`config.mk`:
```
export PLATFORM = sky130hd
export DESIGN_NAME = sft_chain_drv
export DESIGN_NICKNAME = d
export VERILOG_FILES = /design/src/rtl/sft_chain_pkg.sv /design/src/rtl/sft_cmd_fifo.sv /design/src/rtl/sft_chain_drv.sv
export SDC_FILE = /design/constraint.sdc
export NUM_CORES = 1
export LEC_CHECK = 0
export CORE_UTILIZATION = 55
export CTS_CLUSTER_DIAMETER = 50
export DETAILED_ROUTE_END_ITERATION = 8
export HOLD_SLACK_MARGIN = 0.12
export PLACE_DENSITY = 0.75
export SLEW_MARGIN = 0
export SYNTH_ARGS = -nofsm -noshare
export SYNTH_HDL_FRONTEND = slang
export SYNTH_SLANG_ARGS = --single-unit
```
`constraint.sdc`:
```
create_clock -name CLK_I -period 5.6 [get_ports CLK_I]
set_input_delay 0.56 -clock CLK_I [delete_from_list [all_inputs] [get_ports CLK_I]]
set_output_delay 0.56 -clock CLK_I [all_outputs]
set_load 0.1 [all_outputs]
```
`src/rtl/sft_chain_pkg.sv`:
```
// Shared types for the 74HC595 chain driver: command codes, FSM states and the
// layout of one queued command.
package sft_chain_pkg;

    localparam int SFT_ENTRY_W = 11;

    typedef enum logic [1:0] {
        SFT_CMD_MR = 2'b00,
        SFT_CMD_SH = 2'b01,
        SFT_CMD_ST = 2'b10,
        SFT_CMD_OE = 2'b11
    } sft_cmd_e;

    typedef enum logic [2:0] {
        S_IDLE  = 3'd0,
        S_LOAD  = 3'd1,
        S_MR    = 3'd2,
        S_SH_LO = 3'd3,
        S_SH_HI = 3'd4,
        S_ST    = 3'd5,
        S_DONE  = 3'd6
    } sft_state_e;

    typedef struct packed {
        sft_cmd_e   cmd;
        logic       oen;
        logic [7:0] din;
    } sft_entry_t;

endpackage

```
`src/rtl/sft_cmd_fifo.sv`:
```
// Small synchronous command FIFO; push is refused when full and pop when empty,
// so a full FIFO never accepts a write even if a pop happens in the same cycle.
module sft_cmd_fifo
    import sft_chain_pkg::*;
#(
    parameter int DEPTH = 4
) (
    input  logic                   CLK_I,
    input  logic                   RST_I,
    input  logic                   push_i,
    input  logic                   pop_i,
    input  logic [SFT_ENTRY_W-1:0] din_i,
    output logic [SFT_ENTRY_W-1:0] dout_o,
    output logic                   full_o,
    output logic                   empty_o,
    output logic [$clog2(DEPTH):0] count_o
);

    localparam int PTR_W = $clog2(DEPTH);

    logic [SFT_ENTRY_W-1:0] mem_q [DEPTH];
    logic [PTR_W-1:0]       wr_ptr_q;
    logic [PTR_W-1:0]       rd_ptr_q;
    logic [PTR_W:0]         count_q;
    logic                   push_ok;
    logic                   pop_ok;

    assign full_o  = (count_q == (PTR_W + 1)'(DEPTH));
    assign empty_o = (count_q == '0);
    assign count_o = count_q;
    assign dout_o  = mem_q[rd_ptr_q];
    assign push_ok = push_i && !full_o;
    assign pop_ok  = pop_i && !empty_o;

    always_ff @(posedge CLK_I) begin
        if (push_ok) begin
            mem_q[wr_ptr_q] <= din_i;
        end
    end

    // Power-of-two depth lets the pointers wrap on their own.
    always_ff @(posedge CLK_I or posedge RST_I) begin
        if (RST_I) begin
            wr_ptr_q <= '0;
            rd_ptr_q <= '0;
            count_q  <= '0;
        end else begin
            if (push_ok) wr_ptr_q <= wr_ptr_q + 1'b1;
            if (pop_ok)  rd_ptr_q <= rd_ptr_q + 1'b1;
            case ({push_ok, pop_ok})
                2'b10:   count_q <= count_q + 1'b1;
                2'b01:   count_q <= count_q - 1'b1;
                default: count_q <= count_q;
            endcase
        end
    end

endmodule

```
`src/rtl/sft_chain_drv.sv`:
```
// Buffered 74HC595 chain driver: queues CPU commands and plays them out as
// registered SHCP/DS/STCP/MR_N/OE_N pin activity.
module sft_chain_drv
    import sft_chain_pkg::*;
#(
    parameter int DIV        = 4,
    parameter int FIFO_DEPTH = 4
) (
    input  logic       CLK_I,
    input  logic       RST_I,
    input  logic       wr_vld,
    input  logic [1:0] wr_cmd,
    input  logic       wr_oen,
    input  logic [7:0] wr_din,
    output logic       wr_rdy,
    output logic       busy,
    output logic       done,
    output logic       ovf,
    input  logic       ovf_clr,
    output logic       sft_shcp,
    output logic       sft_ds,
    output logic       sft_stcp,
    output logic       sft_mr_n,
    output logic       sft_oe_n
);

    localparam int         CNT_W     = $clog2(FIFO_DEPTH) + 1;
    localparam logic [7:0] PH_RELOAD = 8'(DIV - 1);

    sft_state_e             state_q, state_d;
    sft_entry_t             entry_q, entry_d;
    logic [2:0]             bit_q, bit_d;
    logic [7:0]             phase_q, phase_d;
    logic                   shcp_q, shcp_d;
    logic                   ds_q, ds_d;
    logic                   stcp_q, stcp_d;
    logic                   mr_n_q, mr_n_d;
    logic                   oe_n_q, oe_n_d;
    logic                   ovf_q;
    logic                   fifo_pop;
    logic                   fifo_full;
    logic                   fifo_empty;
    logic [CNT_W-1:0]       fifo_count;
    logic [SFT_ENTRY_W-1:0] fifo_dout;
    logic [2:0]             bit_nxt;

    sft_cmd_fifo #(
        .DEPTH(FIFO_DEPTH)
    ) u_fifo (
        .CLK_I   (CLK_I),
        .RST_I   (RST_I),
        .push_i  (wr_vld && wr_rdy),
        .pop_i   (fifo_pop),
        .din_i   ({wr_cmd, wr_oen, wr_din}),
        .dout_o  (fifo_dout),
        .full_o  (fifo_full),
        .empty_o (fifo_empty),
        .count_o (fifo_count)
    );

    assign wr_rdy   = !fifo_full;
    assign busy     = (state_q != S_IDLE) || (fifo_count != '0);
    assign done     = (state_q == S_DONE);
    assign ovf      = ovf_q;
    assign sft_shcp = shcp_q;
    assign sft_ds   = ds_q;
    assign sft_stcp = stcp_q;
    assign sft_mr_n = mr_n_q;
    assign sft_oe_n = oe_n_q;
    assign bit_nxt  = bit_q - 3'd1;

    // A dropped write outranks a clear in the same cycle.
    always_ff @(posedge CLK_I or posedge RST_I) begin
        if (RST_I)                   ovf_q <= 1'b0;
        else if (wr_vld && !wr_rdy)  ovf_q <= 1'b1;
        else if (ovf_clr)            ovf_q <= 1'b0;
    end

    always_ff @(posedge CLK_I or posedge RST_I) begin
        if (RST_I) begin
            state_q <= S_IDLE;
            entry_q <= '0;
            bit_q   <= '0;
            phase_q <= '0;
            shcp_q  <= 1'b0;
            ds_q    <= 1'b0;
            stcp_q  <= 1'b0;
            mr_n_q  <= 1'b1;
            oe_n_q  <= 1'b1;
        end else begin
            state_q <= state_d;
            entry_q <= entry_d;
            bit_q   <= bit_d;
            phase_q <= phase_d;
            shcp_q  <= shcp_d;
            ds_q    <= ds_d;
            stcp_q  <= stcp_d;
            mr_n_q  <= mr_n_d;
            oe_n_q  <= oe_n_d;
        end
    end

    // MR and ST reuse the bit counter as a two-pass counter so each pulse
    // lasts 2*DIV cycles without widening the 8-bit phase counter.
    always_comb begin
        state_d  = state_q;
        entry_d  = entry_q;
        bit_d    = bit_q;
        phase_d  = phase_q;
        shcp_d   = shcp_q;
        ds_d     = ds_q;
        stcp_d   = stcp_q;
        mr_n_d   = mr_n_q;
        oe_n_d   = oe_n_q;
        fifo_pop = 1'b0;
        case (state_q)
            S_IDLE: begin
                if (!fifo_empty) begin
                    fifo_pop = 1'b1;
                    entry_d  = sft_entry_t'(fifo_dout);
                    state_d  = S_LOAD;
                end
            end
            S_LOAD: begin
                phase_d = PH_RELOAD;
                case (entry_q.cmd)
                    SFT_CMD_MR: begin
                        mr_n_d  = 1'b0;
                        bit_d   = 3'd1;
                        state_d = S_MR;
                    end
                    SFT_CMD_SH: begin
                        shcp_d  = 1'b0;
                        ds_d    = entry_q.din[7];
                        bit_d   = 3'd7;
                        state_d = S_SH_LO;
                    end
                    SFT_CMD_ST: begin
                        stcp_d  = 1'b1;
                        bit_d   = 3'd1;
                        state_d = S_ST;
                    end
                    default: begin
                        oe_n_d  = entry_q.oen;
                        state_d = S_DONE;
                    end
                endcase
            end
            S_MR, S_ST: begin
                if (phase_q != 8'd0) begin
                    phase_d = phase_q - 8'd1;
                end else if (bit_q != 3'd0) begin
                    bit_d   = bit_nxt;
                    phase_d = PH_RELOAD;
                end else begin
                    mr_n_d  = 1'b1;
                    stcp_d  = 1'b0;
                    state_d = S_DONE;
                end
            end
            S_SH_LO: begin
                if (phase_q != 8'd0) begin
                    phase_d = phase_q - 8'd1;
                end else begin
                    shcp_d  = 1'b1;
                    phase_d = PH_RELOAD;
                    state_d = S_SH_HI;
                end
            end
            S_SH_HI: begin
                if (phase_q != 8'd0) begin
                    phase_d = phase_q - 8'd1;
                end else if (bit_q != 3'd0) begin
                    shcp_d  = 1'b0;
                    ds_d    = entry_q.din[bit_nxt];
                    bit_d   = bit_nxt;
                    phase_d = PH_RELOAD;
                    state_d = S_SH_LO;
                end else begin
                    shcp_d  = 1'b0;
                    ds_d    = 1'b0;
                    state_d = S_DONE;
                end
            end
            S_DONE:  state_d = S_IDLE;
            default: state_d = S_IDLE;
        endcase
    end

endmodule

```
==> results of run 1 <==
## kinds of logic after synthesis
| kind of cell | count (synthesis) |
|---|---|
| xor gates and xnor gates | 7 |
| AOI/OAI and AO/OA | 56 |
| adders and majority gates | 16 |
| and+or+nand+nor | 72 |
| buffers and inverters | 30 |
| DFF | 82 |
| muxes | 28 |
## registers in the layout, summed over array words and instances, names as in the netlist
name	count
u_fifo.wr_ptr_q	2
phase_q	8
sft_mr_n	1
sft_shcp	1
u_fifo.count_o	3
sft_ds	1
entry_q	11
sft_stcp	1
bit_q	3
u_fifo.rd_ptr_q	2
ovf	1
u_fifo.mem_q	44
state_q	3
sft_oe_n	1
## metrics by stage
stage | total power, uW | hold WS (ns)
final | 2648 | 0.4920
after global routing | 2825 | 0.5098
after CTS | 2666 | 0.4971
after detailed placement | 2169 | 0.4760
after global placement | 2136 | 0.4696
after floorplan | 1931 | 0.4581
## routing by layer
metal,vias to the layer above,global-route usage [%]
met5,-,0
met4,0,8.030
met3,11,4.571
met2,42,30.16
met1,1167,28.38
li1,1146,-
## where the power goes
part	leakage, uW	internal [uW]	switching (uW)	total, uW
Clock	0.000117	260	234	494
Sequential	0.000860	842	213	1050
Combinational	0.000719	477	621	1100
## final timing paths
path,from,end
hold reg to reg,bit_q[1],bit_q[1]
min in group asynchronous,RST_I,phase_q[1]
hold / removal,bit_q[1],bit_q[1]
max in group asynchronous,RST_I,sft_mr_n
setup / recovery,state_q[1],busy
setup reg to reg,state_q[1],u_fifo.count_o[2]
## Yosys cell counts, types with 2 or more instances
library cell / count
sky130_fd_sc_hd__mux2i_1: 2
sky130_fd_sc_hd__o2111a_1: 2
sky130_fd_sc_hd__o21ai_1: 2
sky130_fd_sc_hd__a32o_1: 3
sky130_fd_sc_hd__nor3_1: 6
sky130_fd_sc_hd__xor2_1: 3
sky130_fd_sc_hd__nand2b_1: 4
sky130_fd_sc_hd__xnor2_1: 4
sky130_fd_sc_hd__o21a_1: 2
sky130_fd_sc_hd__dfrtp_1: 36
sky130_fd_sc_hd__edfxtp_1: 44
sky130_fd_sc_hd__nor3b_1: 2
sky130_fd_sc_hd__inv_1: 19
sky130_fd_sc_hd__a31oi_1: 9
sky130_fd_sc_hd__ha_1: 15
sky130_fd_sc_hd__nor2_1: 14
sky130_fd_sc_hd__mux4_2: 13
sky130_fd_sc_hd__nor4_1: 3
sky130_fd_sc_hd__o31ai_1: 5
sky130_fd_sc_hd__mux2_2: 12
sky130_fd_sc_hd__buf_2: 3
sky130_fd_sc_hd__clkbuf_1: 6
sky130_fd_sc_hd__dfstp_2: 2
sky130_fd_sc_hd__nand4_1: 4
sky130_fd_sc_hd__nand2_1: 23
sky130_fd_sc_hd__a21oi_1: 10
sky130_fd_sc_hd__o21ai_0: 10
sky130_fd_sc_hd__and3_1: 6
## layout make-up
cell class              instances  area [sq um]
clock inverters                 7         106.4
clock buffers                   9         123.9
repair buffers                 24         237.7
fillers                       521          2402
well taps                      96         120.1
inverters                      19         71.32
multi-input cells             179          1495
flip-flops and latches         82          2275
==> run summary, run 1 <==
Top routing layer in use: met4. The maximum number of buffers from clock root to sink was 2. The most instantiated flip-flop cell in the synthesis netlist is sky130_fd_sc_hd__edfxtp_1. After the flow finishes, the layout carries non-filler instances totaling 416. Largest family of logic cells by synthesized area: multiplexers. The signal on the critical path passes through nor3_1, nand2_1, clkdlybuf4s50_1. For this design the ratio of total power to cell area is 597.7 nW/um^2. After layout, the minimum clock period comes to 3.015 ns. The cts-stage hold buffer count was 0. For this run, the top clock speed supported by timing is 0.3317 GHz. The leftover overflow at the end of global routing came out at 0. The tools report the number of post-CTS setup repair buffers as 0. Number of I/O port buffers: 23. Summing the areas of all and, or, nand and nor instances in the mapped netlist gives 9.888% of the synthesized area.

For flop-to-flop paths, the worst setup slack is 2.71 ns. The unique cell type count in the Yosys netlist is 55, and the last weighted congestion value of the routability-driven placer is 0.8199. The largest total area in the synthesized netlist belongs to sky130_fd_sc_hd__edfxtp_1.

For this run, the share of the core covered by cells in the final layout is 64.84%. Once routing completed, OpenROAD measured the worst setup slack at 2.585 ns. Number of inserted diodes: 0. Summing the areas of all compound-gate instances in the mapped netlist gives 9.791% of the synthesized area.

The floorplan step set the die width to 86.18 um. The tools report the number of sinks driven by the clock tree as 82. The final routed DRC violation total is 0, and the wire length of the first global-routing pass is 11,190 um.

The detailed-route via count was 2,366. Each instance of the synthesized netlist takes up on average 13.39 sq um. The post-place instance area is 4199 sq um. The depth of the most critical reg-to-reg path came out at 8. The floorplan has 30 rows. The most frequent standard cell in the layout excluding fill and tap cells was sky130_fd_sc_hd__edfxtp_1. Kind of cell adding the most delay to the critical path: buffers and inverters. Data on the critical path arrives at its endpoint at 2.45 ns. The net count of the mapped netlist was 322; the fraction of layout instances using a drive strength above 1 was 15.94%. The via density per instance is 5.688, and the detailed-route wire length on metal 1 is 3242 um. Leaving out fill and tap cells, the most frequent cells in the layout are 44 x sky130_fd_sc_hd__edfxtp_1, 36 x sky130_fd_sc_hd__dfrtp_1, 23 x sky130_fd_sc_hd__nand2_1, 23 x sky130_fd_sc_hd__clkdlybuf4s50_1, 19 x sky130_fd_sc_hd__inv_1. VDD sags by at most 0.3171 mV. The total die area was 7427 sq um; the amount of wire on met3 after detailed routing was 202 um. The pin slew with the least headroom to its limit is 0.9661 ns. The post-route standard cell area excluding fillers was 4429 sq um. The placeable core region is 6832 sq um, and the stage delay of the slowest cell on the critical path is 1.13 ns. The first TritonRoute pass finished after 4 iterations. The share of the synthesized area in the top cell type is 33.90%. Including well taps, the total number of placed cells is 400.

Final number of hold-violating endpoints: 0. In the finished design, the share of the clock period the worst path needs comes to 53.84%. For the count of instances resized after the clock tree is built, the log shows 0. The classification of the worst-slack hold path is reg -> reg. The tree is rooted in a sky130_fd_sc_hd__clkbuf_8.

The total wire length after detailed routing was 6705 um; the y dimension of the die was 86.18 um. Compared with the post-synthesis result, the final layout area differs by 13.64%. After Yosys synthesis, XOR and XNOR cells account for 1.573% of the synthesized area. During synthesis, Yosys emitted a total of 0 warnings. For the accumulated negative setup slack, the log shows 0 ns. The number of slew-limit violations in the final report is 0, and the initial antenna violation count is 0.

The flow ran to the end, and the final reports show no timing, DRC or antenna violations. For this block, the initial DRC count from the detailed router was 94. The setup slack at placement is 2.706 ns. The routed length per placed instance was 16.12 um; the post-detailed-route count of antenna-violating nets was 0. TritonCTS built the clock tree.

After synthesis, the cell types taking the most area are sky130_fd_sc_hd__edfxtp_1 34%, sky130_fd_sc_hd__dfrtp_1 23%, sky130_fd_sc_hd__mux4_2 7.5%. The final-stage net count is 346, and the number of buffers and inverters on the critical path is 1. The largest fanout of any net on the critical path was 22; the overall global routing resource usage was 19.96%. After synthesis, the share of cell area in mux cells is 11.78%.

The proportion of register bits with asynchronous set or reset after synthesis was 46.34%. The TritonCTS buffer count is 9, and the post-synthesis adder-cell area fraction is 5.329%. Counting flops with a built-in enable in the synthesized netlist gives 44. At the worst endpoint, the required time is 5.04 ns. The largest net degree at the start of global routing is 39, and the clock slew seen by the registers of the worst setup and hold paths is 0.09 ns.

In this run the number of cells on the critical path is 3. Max-cap violations in this run came to 0. The analysis attributes to cell leakage a power of 0.001696 uW.

Pin placement for this block handled 24 I/O pins. STA classifies the critical path startpoint as a register. The tools report the synthesized instance count as 291.

On the critical path, the stage with the largest delay is an instance of sky130_fd_sc_hd__clkdlybuf4s50_1. The mapped cell area is 3897 sq um, and the number of H-tree levels is 3. Setup repair after global routing left no endpoint under its margin. Depth of the worst hold-timing path: 1. The via count of the first global-routing pass was 2,293. The clock skew after layout is 0.01119 ns. The clock latency on the worst-skew pair is 0.36 ns, and the met2 wire length is 3133 um. STA classifies the critical path endpoint as an output pin.

The setup path with the least slack is of type reg -> out. Once the floorplan was initialized, standard cells occupied 57.05% of the core. Setup violations remaining at the end of the flow were counted as 0. The HPWL after detailed placement is 4568 um. The worst slew margin relative to its limit was 35.39%. Synthesis inferred 82 register bits. The proportion of synthesized chip area in sequential cells is 58.36%.
No activity file was read; power rests on OpenSTA's default activity.
==> run 2: changes to the inputs <==
--- a/config.mk
+++ b/config.mk
@@ -5,7 +5,7 @@
 export SDC_FILE = /design/constraint.sdc
 export NUM_CORES = 1
 export LEC_CHECK = 0
-export CORE_UTILIZATION = 55
+export CORE_UTILIZATION = 53
 export CTS_CLUSTER_DIAMETER = 50
 export DETAILED_ROUTE_END_ITERATION = 8
 export HOLD_SLACK_MARGIN = 0.12
==> constraint.sdc (replaced) <==
create_clock -name CLK_I -period 2.4 [get_ports CLK_I]
set_input_delay 0.24 -clock CLK_I [delete_from_list [all_inputs] [get_ports CLK_I]]
set_output_delay 0.24 -clock CLK_I [all_outputs]
set_load 0.1 [all_outputs]
==> run 2 against run 1 <==
Compared with the run above:
- flip-flop and latch count is the same
- utilization shrank 0.37 points
- sequential share of layout area shrank 0.55 points
==> run summary, run 2 (synthesis results as in run 1) <==
The register with the most flip-flops in the layout has 44 of them. The met2 wire length came out at 3586 um. Buffers placed on the I/O ports in this run total 23. The floorplan step defined a core boundary enclosing 6944 sq um.

The tools report the critical path endpoint category as a register. Leaving out fill and tap cells, the most frequent cell in the layout is sky130_fd_sc_hd__edfxtp_1. After the first detailed-routing iteration, the DRC count stood at 141. The signal on the critical path passes through or3_1, nor2_4, ha_1, inv_1, fa_1, xor2_1, nor2_1, xor2_1. The repair_antennas step left the layout with diodes totalling 0. The largest fanout of any net on the critical path was 3.

More flip-flops sit in one register than any other, and that register is u_fifo.mem_q. The detailed router put a total of 3171 um of wire on met1. Classification of the worst-slack hold path: in -> async.

The logs give 4477 sq um for the post-route standard cell area excluding fillers and 0 for the final number of hold-violating endpoints. The post-layout minimum cycle time is 2.087 ns. Among cell families on the critical path, the largest total delay comes from simple AND/OR/NAND/NOR gates.

TritonCTS built the clock tree. In the routed layout, each cell is associated on average with a via count of 5.767. The maximum number of buffers from clock root to sink is 2. The number of gates resized after CTS was 0.

The final routed DRC violation total is 0, and the peak clock frequency supported by timing is 0.4792 GHz. The y dimension of the die is 87.76 um, and the wire length of the first global-routing pass is 11,750 um. The stage delay of the slowest cell on the critical path was 0.45 ns. In this run the remaining antenna-violating nets after routing total 0. The number of buffers and inverters on the critical path is 1, and the post-route clock period utilization is 86.96%. Summed over all nets, the half-perimeter wirelength after detailed placement is 4790 um.

The top routing layer in use was met4. The die is 87.76 um wide. Wires add up to 7079 um. For this design the static power due to leakage is 0.001748 uW. The total die area was 7701 sq um; the TritonCTS buffer count was 9. The clock skew after layout is 0.01355 ns. Setup slack on the worst reg-to-reg path comes out at 0.31 ns. Entering global routing, the biggest net connects 39 pins. For the via count of the first global-routing pass, the log shows 2,410. Setup violations remaining at the end of the flow were counted as 0.

The tools report the initial antenna violation count as 0. The tools report the number of top-level design ports as 24. The flow ran to the end, and the final reports show no timing, DRC or antenna violations.

The routed length per placed instance works out to 16.70 um. The number of slew-limit violations in the final report was 0; the number of maximum-capacitance violations was 0. STA puts the critical path data required time at 2.69 ns.

The H-tree generated during clock tree synthesis spans 3 levels. The run gives 0 ns as the accumulated negative setup slack. Setup repair after global routing left no endpoint under its margin. The area growth from synthesis to layout is 14.86%. The routed layout has 2,445 vias.

The maximum ir drop on the vdd rail is 0.6420 mV, and the instance count after placement with tap cells included is 408. The cell at the root of the clock tree was sky130_fd_sc_hd__clkbuf_8. The total power density per cell area is 1413 nW/um^2, and the leftover overflow at the end of global routing is 0. Routability-driven placement finished with a final weighted congestion of 0.8104.

The fraction of layout instances using a drive strength above 1 was 21.04%; the worst slew margin relative to its limit was 58.08%. The final core utilization was 64.47%. The slowest cell on the critical path was sky130_fd_sc_hd__or3_1. Once the floorplan was initialized, standard cells occupied 56.13% of the core. The worst setup path is launched from a register. Clock tree synthesis found a total of 82 sinks. Hold repair after CTS inserted 0 buffers. The most numerous cell type found on the critical path is sky130_fd_sc_hd__xor2_1. Global routing used 20.90% of the available tracks. In the final layout, the registers with the most flip-flops are u_fifo.mem_q (44), entry_q (11), phase_q (8). Clock-pin slew was measured on the worst setup and hold paths at 0.10 ns. For the clock latency on the worst-skew pair, the log shows 0.36 ns. The worst setup path is of the reg -> reg kind. Summed over all nets, wire length on met3 after detailed routing comes to 252 um. For the number of post-CTS setup repair buffers, the log shows 0.

After the last flow step, the layout net total stands at 354. The run gives 4 as the iteration count of the initial detailed-routing pass. The count of cells in the finished layout, fillers not included, comes to 424. The pin slew with the least headroom to its limit is 0.6287 ns, and the data arrival time of the critical path is 2.38 ns.

The run gives 6327 uW as the post-layout total power. The standard-cell row count was 30; the post-place instance area was 4244 sq um. Leaving out fill and tap cells, the most frequent cells in the layout are 44 x sky130_fd_sc_hd__edfxtp_1, 36 x sky130_fd_sc_hd__dfrtp_1, 22 x sky130_fd_sc_hd__nand2_1.
-- run 2: metal layers --
metal,track usage (%),up-vias
met2,33.62,59
met1,27.78,1214
met3,5.749,7
met4,6.706,0
li1,-,1165
met5,0,-
-- run 2: stage by stage --
stage / hold slack [ns] / setup slack, ns
floorplan: 0.3389 / 0.03172
global placement: 0.4752 / 0.3874
detailed placement: 0.4834 / 0.3196
CTS: 0.2931 / 0.2960
global route: 0.3483 / 0.2056
finish: 0.2787 / 0.3130
-- run 2: cell type report --
| type | count | area (sq um) |
|---|---|---|
| clock inverter | 7 | 108.9 |
| timing repair buffer | 32 | 275.3 |
| clock buffer | 9 | 123.9 |
| multi-input combinational | 179 | 1503 |
| fill | 525 | 2467 |
| inverter | 19 | 71.32 |
| sequential | 82 | 2275 |
| tap | 96 | 120.1 |
-- run 2: final timing paths --
check,start,endpoint,cells past startpoint
setup / recovery,state_q[0],u_fifo.count_o[2],8
hold / removal,RST_I,phase_q[0],3
setup reg to reg,state_q[0],u_fifo.count_o[2],8
hold reg to reg,bit_q[1],bit_q[1],1
max in group asynchronous,RST_I,sft_oe_n,3
min in group CLK_I,ovf_clr,ovf,3
-- run 2: worst register-to-register path: stages, from the launching register on --
cell and delay (ns):
sky130_fd_sc_hd__dfrtp_1 0.38, sky130_fd_sc_hd__or3_1 0.45, sky130_fd_sc_hd__nor2_4 0.15, sky130_fd_sc_hd__ha_1 0.18
sky130_fd_sc_hd__inv_1 0.06, sky130_fd_sc_hd__fa_1 0.38, sky130_fd_sc_hd__xor2_1 0.16, sky130_fd_sc_hd__nor2_1 0.12
sky130_fd_sc_hd__xor2_1 0.15
-- run 2: power by group --
group	internal [uW]	switching, uW
logic	1180	1670
clock network	608	559
registers	1970	342
total	3760	2570
==> run 3: changes to the inputs <==
--- a/config.mk
+++ b/config.mk
@@ -14,3 +14,4 @@
 export SYNTH_ARGS = -nofsm -noshare
 export SYNTH_HDL_FRONTEND = slang
 export SYNTH_SLANG_ARGS = --single-unit
+export TNS_END_PERCENT = 100
==> results of run 3 <==
Final layout, timing and power as in run 2 (identical DEF).
